==> src/rtl/instr_mem_loader_ctrl_pkg.sv <==
// Shared types and widths for the instruction-memory loader controller.
package instr_mem_pkg;
  localparam int INSTR_W = 32;
  localparam int MEM_AW  = 6;

  typedef enum logic [2:0] {
    IDLE,
    LOAD,
    REWIND,
    RUN,
    DONE
  } ctrl_state_e;
endpackage

==> src/rtl/instr_mem_loader_ctrl_if.sv <==
// Load stream, core fetch port and instruction-memory port of the loader controller.
interface instr_mem_loader_ctrl_if
  import instr_mem_pkg::*;
#(
  parameter int AW = 6
);
  logic               ld_start;
  logic               ld_valid;
  logic               ld_ready;
  logic [INSTR_W-1:0] ld_data;
  logic               ld_last;
  logic               ld_err;
  logic               restart;
  logic               fetch_req;
  logic               fetch_ready;
  logic               fetch_rvalid;
  logic [INSTR_W-1:0] fetch_rdata;
  logic [AW-1:0]      fetch_raddr;
  logic [AW:0]        prog_len;
  logic               busy;
  logic               prog_done;
  logic               mem_store_en;
  logic [MEM_AW-1:0]  mem_store_address;
  logic [INSTR_W-1:0] mem_store_data;
  logic               mem_next_instr;
  logic [INSTR_W-1:0] mem_instr;
  logic               mem_instr_valid;

  modport slave (
    input  ld_start, ld_valid, ld_data, ld_last, restart, fetch_req,
           mem_instr, mem_instr_valid,
    output ld_ready, ld_err, fetch_ready, fetch_rvalid, fetch_rdata, fetch_raddr,
           prog_len, busy, prog_done, mem_store_en, mem_store_address,
           mem_store_data, mem_next_instr
  );

  modport master (
    output ld_start, ld_valid, ld_data, ld_last, restart, fetch_req,
           mem_instr, mem_instr_valid,
    input  ld_ready, ld_err, fetch_ready, fetch_rvalid, fetch_rdata, fetch_raddr,
           prog_len, busy, prog_done, mem_store_en, mem_store_address,
           mem_store_data, mem_next_instr
  );
endinterface

==> src/rtl/instr_mem_loader_ctrl.sv <==
// Loads a program into the instruction memory, rewinds its read pointer by
// re-storing word 0, then serves core fetches through the next-instruction port.
module instr_mem_loader_ctrl
  import instr_mem_pkg::*;
#(
  parameter int DEPTH = 64,
  parameter int AW    = $clog2(DEPTH)
) (
  input  logic                    clk,
  input  logic                    reset_n,
  instr_mem_loader_ctrl_if.slave  bus
);

  ctrl_state_e        r_state;
  ctrl_state_e        w_state_nxt;
  logic [AW-1:0]      r_wr_ptr;
  logic [AW-1:0]      r_raddr;
  logic [AW:0]        r_fetch_cnt;
  logic [AW:0]        r_prog_len;
  logic [INSTR_W-1:0] r_word0;
  logic               r_ld_err;

  logic               w_ld_ready;
  logic               w_fetch_ready;
  logic               w_store_en;
  logic [MEM_AW-1:0]  w_store_addr;
  logic [INSTR_W-1:0] w_store_data;
  logic               w_ld_acc;
  logic               w_fetch_acc;
  logic               w_at_end;

  assign w_at_end    = (r_wr_ptr == AW'(DEPTH - 1));
  assign w_ld_acc    = w_ld_ready & bus.ld_valid;
  assign w_fetch_acc = w_fetch_ready & bus.fetch_req;

  always_comb begin
    w_state_nxt   = r_state;
    w_ld_ready    = 1'b0;
    w_fetch_ready = 1'b0;
    w_store_en    = 1'b0;
    w_store_addr  = '0;
    w_store_data  = '0;
    case (r_state)
      IDLE: if (bus.ld_start) w_state_nxt = LOAD;
      LOAD: begin
        w_ld_ready = 1'b1;
        if (bus.ld_valid) begin
          w_store_en   = 1'b1;
          w_store_addr = MEM_AW'(r_wr_ptr);
          w_store_data = bus.ld_data;
          if (bus.ld_last || w_at_end) w_state_nxt = REWIND;
        end
      end
      // Re-storing word 0 is the only way to pull the memory read pointer back to 0.
      REWIND: begin
        w_store_en   = 1'b1;
        w_store_data = r_word0;
        w_state_nxt  = RUN;
      end
      RUN: begin
        w_fetch_ready = (r_fetch_cnt < r_prog_len) && !bus.restart;
        if (bus.restart)                    w_state_nxt = REWIND;
        else if (r_fetch_cnt == r_prog_len) w_state_nxt = DONE;
      end
      DONE: begin
        if (bus.ld_start)     w_state_nxt = LOAD;
        else if (bus.restart) w_state_nxt = REWIND;
      end
      default: w_state_nxt = IDLE;
    endcase
  end

  always_ff @(posedge clk or negedge reset_n) begin
    if (!reset_n) begin
      r_state     <= IDLE;
      r_wr_ptr    <= '0;
      r_raddr     <= '0;
      r_fetch_cnt <= '0;
      r_prog_len  <= '0;
      r_word0     <= '0;
      r_ld_err    <= 1'b0;
    end else begin
      r_state <= w_state_nxt;
      if (r_state != LOAD && w_state_nxt == LOAD) begin
        r_wr_ptr <= '0;
        r_ld_err <= 1'b0;
      end
      if (w_ld_acc) begin
        r_wr_ptr <= r_wr_ptr + AW'(1);
        if (r_wr_ptr == '0) r_word0 <= bus.ld_data;
        if (bus.ld_last || w_at_end) r_prog_len <= {1'b0, r_wr_ptr} + (AW+1)'(1);
        if (w_at_end && !bus.ld_last) r_ld_err <= 1'b1;
      end
      if (r_state == REWIND) r_fetch_cnt <= '0;
      if (w_fetch_acc) begin
        r_fetch_cnt <= r_fetch_cnt + (AW+1)'(1);
        r_raddr     <= r_fetch_cnt[AW-1:0];
      end
    end
  end

  assign bus.ld_ready          = w_ld_ready;
  assign bus.ld_err            = r_ld_err;
  assign bus.fetch_ready       = w_fetch_ready;
  assign bus.fetch_rvalid      = bus.mem_instr_valid;
  assign bus.fetch_rdata       = bus.mem_instr;
  assign bus.fetch_raddr       = r_raddr;
  assign bus.prog_len          = r_prog_len;
  assign bus.busy              = (r_state == LOAD) || (r_state == REWIND);
  assign bus.prog_done         = (r_state == DONE);
  assign bus.mem_store_en      = w_store_en;
  assign bus.mem_store_address = w_store_addr;
  assign bus.mem_store_data    = w_store_data;
  assign bus.mem_next_instr    = w_fetch_acc;

endmodule
==> src/flat_wrapper.sv <==
// flat-port wrapper written by rule: the top's interface ports become plain ports
module instr_mem_loader_ctrl_flat import instr_mem_pkg::*;
#(
  parameter int DEPTH = 64,
  parameter int AW    = $clog2(DEPTH)
)
  (clk, reset_n, bus_ld_start, bus_ld_valid, bus_ld_data, bus_ld_last, bus_restart, bus_fetch_req, bus_mem_instr, bus_mem_instr_valid, bus_ld_ready, bus_ld_err, bus_fetch_ready, bus_fetch_rvalid, bus_fetch_rdata, bus_fetch_raddr, bus_prog_len, bus_busy, bus_prog_done, bus_mem_store_en, bus_mem_store_address, bus_mem_store_data, bus_mem_next_instr);
  instr_mem_loader_ctrl_if #(.AW(AW)) bus_i ();
  input  logic clk;
  input  logic reset_n;
  input wire logic [$bits(bus_i.ld_start)-1:0] bus_ld_start;
  input wire logic [$bits(bus_i.ld_valid)-1:0] bus_ld_valid;
  input wire logic [$bits(bus_i.ld_data)-1:0] bus_ld_data;
  input wire logic [$bits(bus_i.ld_last)-1:0] bus_ld_last;
  input wire logic [$bits(bus_i.restart)-1:0] bus_restart;
  input wire logic [$bits(bus_i.fetch_req)-1:0] bus_fetch_req;
  input wire logic [$bits(bus_i.mem_instr)-1:0] bus_mem_instr;
  input wire logic [$bits(bus_i.mem_instr_valid)-1:0] bus_mem_instr_valid;
  output wire logic [$bits(bus_i.ld_ready)-1:0] bus_ld_ready;
  output wire logic [$bits(bus_i.ld_err)-1:0] bus_ld_err;
  output wire logic [$bits(bus_i.fetch_ready)-1:0] bus_fetch_ready;
  output wire logic [$bits(bus_i.fetch_rvalid)-1:0] bus_fetch_rvalid;
  output wire logic [$bits(bus_i.fetch_rdata)-1:0] bus_fetch_rdata;
  output wire logic [$bits(bus_i.fetch_raddr)-1:0] bus_fetch_raddr;
  output wire logic [$bits(bus_i.prog_len)-1:0] bus_prog_len;
  output wire logic [$bits(bus_i.busy)-1:0] bus_busy;
  output wire logic [$bits(bus_i.prog_done)-1:0] bus_prog_done;
  output wire logic [$bits(bus_i.mem_store_en)-1:0] bus_mem_store_en;
  output wire logic [$bits(bus_i.mem_store_address)-1:0] bus_mem_store_address;
  output wire logic [$bits(bus_i.mem_store_data)-1:0] bus_mem_store_data;
  output wire logic [$bits(bus_i.mem_next_instr)-1:0] bus_mem_next_instr;
  assign bus_i.ld_start = bus_ld_start;
  assign bus_i.ld_valid = bus_ld_valid;
  assign bus_i.ld_data = bus_ld_data;
  assign bus_i.ld_last = bus_ld_last;
  assign bus_i.restart = bus_restart;
  assign bus_i.fetch_req = bus_fetch_req;
  assign bus_i.mem_instr = bus_mem_instr;
  assign bus_i.mem_instr_valid = bus_mem_instr_valid;
  assign bus_ld_ready = bus_i.ld_ready;
  assign bus_ld_err = bus_i.ld_err;
  assign bus_fetch_ready = bus_i.fetch_ready;
  assign bus_fetch_rvalid = bus_i.fetch_rvalid;
  assign bus_fetch_rdata = bus_i.fetch_rdata;
  assign bus_fetch_raddr = bus_i.fetch_raddr;
  assign bus_prog_len = bus_i.prog_len;
  assign bus_busy = bus_i.busy;
  assign bus_prog_done = bus_i.prog_done;
  assign bus_mem_store_en = bus_i.mem_store_en;
  assign bus_mem_store_address = bus_i.mem_store_address;
  assign bus_mem_store_data = bus_i.mem_store_data;
  assign bus_mem_next_instr = bus_i.mem_next_instr;
  instr_mem_loader_ctrl #(.DEPTH(DEPTH), .AW(AW)) u_core (.clk(clk), .reset_n(reset_n), .bus(bus_i));
endmodule
==> config.mk <==
export PLATFORM = sky130hd
export DESIGN_NAME = instr_mem_loader_ctrl_flat
export DESIGN_NICKNAME = d
export VERILOG_FILES = /design/src/rtl/instr_mem_loader_ctrl_pkg.sv /design/src/rtl/instr_mem_loader_ctrl_if.sv /design/src/rtl/instr_mem_loader_ctrl.sv /design/src/flat_wrapper.sv
export SDC_FILE = /design/constraint.sdc
export NUM_CORES = 1
export LEC_CHECK = 0
export CAP_MARGIN = 10
export CORE_MARGIN = 4
export CORE_UTILIZATION = 35
export DETAILED_ROUTE_END_ITERATION = 6
export DONT_BUFFER_PORTS = 1
export PLACE_DENSITY = 0.6
export SYNTH_ARGS = -nofsm -noshare
export SYNTH_HDL_FRONTEND = slang
export SYNTH_SLANG_ARGS = --single-unit
==> constraint.sdc <==
create_clock -name clk -period 2.75 [get_ports clk]
set_clock_uncertainty 0.2 [all_clocks]
set_input_delay 0.55 -clock clk [delete_from_list [all_inputs] [get_ports clk]]
set_output_delay 0.55 -clock clk [all_outputs]
set_load 0.02 [all_outputs]
==> flow_summary.yaml <==
critical_path:
  r2r_start: "u_core.bus.prog_len[6]"
  cp.buffers_inverters: 2
  r2r_slack_ns: 0.50
  rr_endpoint: "u_core.bus.fetch_raddr[0]"
  crit_end: "bus_mem_next_instr"
  path_cells: "inv_1, ha_1, a2111oi_4, nand2_1, nor2_1, buf_6"
  crit_arrival_ns: 1.92
  required_ns: 2.00
  crit_path_end_kind: "output pin"
  reg2reg_depth: 7
  critPathSlowestCell: "a2111oi_4"
  worst-path-stages: 6
  startpoint: "u_core.bus.prog_len[6]"
  critPathKind: "flip-flop to output pin"
  worstPathMaxFanout: 12
  start_kind: "flip-flop"
  slowest_delay_ns: 0.40
  critical_path.top_delay_family: "compound AO/OA/AOI/OAI gates"
clocking:
  h-tree-depth: 3
  clock_latency_ns: 0.34
  cts_tree: "yes"
  clk_pin_slew_ns: 0.07
  clock-sinks: 62
  cts_buffer_depth: 2
  cts-buffers-inserted: 9
  clockRootBuffer: "clkbuf_8"
logic_synthesis:
  synth_seq_area_share: 0.447
  synthCells: 322
  syn_area_um2: 3470
  yosysTopAreaCellShare: 0.447
  synth_area_leaders: "dfrtp_1 45%, mux2_2 12%, a22o_1 8.1%"
  yosys-top-cells-count: "62 x dfrtp_1, 37 x mux2_2, 35 x buf_4"
  synth.most_common_cell: "dfrtp_1"
  synthArstFlopShare: 1.00
  ys.flop_type: "dfrtp_1"
  ys_types: 37
  yosys_warnings: 0
  syn_nets: 404
  yosys.area.top_type: "dfrtp_1"
  synth_edf_count: 0
  ys_ff_latch: 62
  syn_area_per_cell_um2: 10.8
global_route:
  grt_max_degree: 63
  use_met2: 0.202
  met1_usage: 0.174
  track_usage: 0.136
  met3_usage: 0.0588
  grt_pass1_vias: 2318
  grt_overflow: 0
  busiest_layer: "met2"
  antenna_found_initial: 0
  grt_pass1_wl_mm: 12.3
detailed_routing:
  drc_errors: 0
  viasPerCell: 5.15
  ant_nets: 0
  first_iter_violations: 52
  dr.pass1.iters: 4
  num_vias: 2249
  wl_per_cell_um: 17.6
  wl_mm: 7.70
floorplan:
  ios: 163
  die_w_um: 108
  rows: 36
  dieArea_um2: 11600
  design.core.area_um2: 9730
  start_util: 0.356
  die_h_um: 108
pwr:
  ir_drop_mv: 0.508
  power_density_nw_per_um2: 1140
  total_power_mw: 4.22
  p_leak_nw: 1.61
timing:
  hold_viol: 0
  max_freq_mhz: 375
  setup_viol: 0
  relSlewSlack: 0.705
  period_needed_ns: 2.67
  fin_tns_setup_ns: 0
  holdWs_ns: 0.0783
  rsz0062_at_grt: "true"
  report.final.slew_viol_count: 0
  tightest_slew_ns: 0.441
  fin_crit_sh: 0.970
layout:
  syn2layout_area_growth_pct: 6.49
  final_core_util: 0.380
  finalNetCount: 381
  drive_gt1_frac: 0.253
  fin_cells: 437
  n_antenna_cell: 0
worst_hold_path:
  hp-class: "primary input to flip-flop"
placed_design:
  dpl.cell_count: 419
  io_buffers: 0
  place.gp.congestion: 0.762
  dp_hpwl_mm: 5.23
run_status:
  status: "completed"
run:
  maxCapViolations: 0
[registers in the layout, indices dropped and copies added, names as in the netlist]
name                    count
u_core.bus.ld_err           1
u_core.r_wr_ptr             6
u_core.r_state              3
u_core.bus.fetch_raddr      6
u_core.r_word0             32
u_core.bus.prog_len         7
u_core.r_fetch_cnt          7
[kinds of logic (layout without fill, tap and decap cells)]
group | Yosys count | in the layout | share of synthesized area
muxes | 44 | 44 | 0.141
xor gates and xnor gates | 9 | 9 | 0.0227
DFF | 62 | 62 | 0.447
and+or+nand+nor | 71 | 71 | 0.102
buffers and inverters | 64 | 46 | 0.116
adders and majority gates | 10 | 10 | 0.0361
AOI/OAI and AO/OA | 62 | 62 | 0.136
[report_power, final]
group	internal [mW]	switching, mW
Sequential	1.28	0.314
Combinational	0.734	0.979
Clock	0.532	0.372
Total	2.55	1.67
[how the worst min path moves through the flow]
stage | from | endpoint | slack, ns | cells past startpoint
floorplan | reset_n | u_core.bus.fetch_raddr[0] | 0.05 | 0
global placement | reset_n | u_core.r_word0[31] | 0.06 | 0
detailed placement | reset_n | u_core.r_word0[10] | 0.06 | 0
CTS | bus_restart | u_core.r_state[2] | 0.05 | 1
global route | bus_restart | u_core.r_state[2] | 0.05 | 1
finish | bus_restart | u_core.r_state[2] | 0.08 | 1
[per-layer routing]
metal / up-vias / share of wire / wire length (µm)
met5: - / 0 / 0
met1: 1089 / 0.44 / 3400
met4: 0 / 0.014 / 104
met2: 90 / 0.45 / 3490
li1: 1053 / - / -
met3: 17 / 0.091 / 703
[cell type report]
type                    instances  area [µm²]
multi-input cells             196        1530
fillers                       980        6040
clock buffers                  10         138
flip-flops and latches         62        1550
repair buffers                 17         179
inverters                      13        48.8
well taps                     133         166
clock inverters                 6        85.1
[timing repair]
| item | CTS | global route |
|---|---|---|
| hold buffers | 2 | 0 |
| endpoints found under the hold margin | 62 | 0 |
| resized for setup | 1 | 2 |
| buffers inserted | 0 | 0 |
| pin swaps | 1 | 0 |
| endpoints found under the setup margin | 2 | 29 |
[layout by cell type, fill, tap and decap left out, types with 2 or more instances in the layout]
cell         n
nand2_1     24
mux2i_1      6
clkinv_2     2
clkbuf_8    10
a31oi_1      2
bufinv_16    2
and3_1       6
o31ai_1      2
nand3_1      8
nor2_1      12
ha_1        10
a21oi_1      8
and2_1       2
inv_1       13
xnor2_1      5
or3_1        2
mux2_2      37
clkinvlp_4   2
nor2b_1      3
dfrtp_1     62
buf_4       12
nand2b_1     2
a22o_1      32
o21ai_0     13
nor3_1       2
xor2_1       4
buf_12       2
nor4_1       2
[metrics by stage]
| stage | worst slack [ns] | instance area (µm²) |
|---|---|---|
| final | 0.0825 | 3690 |
| after global routing | -0.0305 | 3690 |
| after CTS | 0.0387 | 3690 |
| after detailed placement | 0.322 | 3420 |
| after global placement | 0.376 | 3420 |
| after floorplan | 0.208 | 3470 |
No activity file was read; power rests on OpenSTA's default activity.
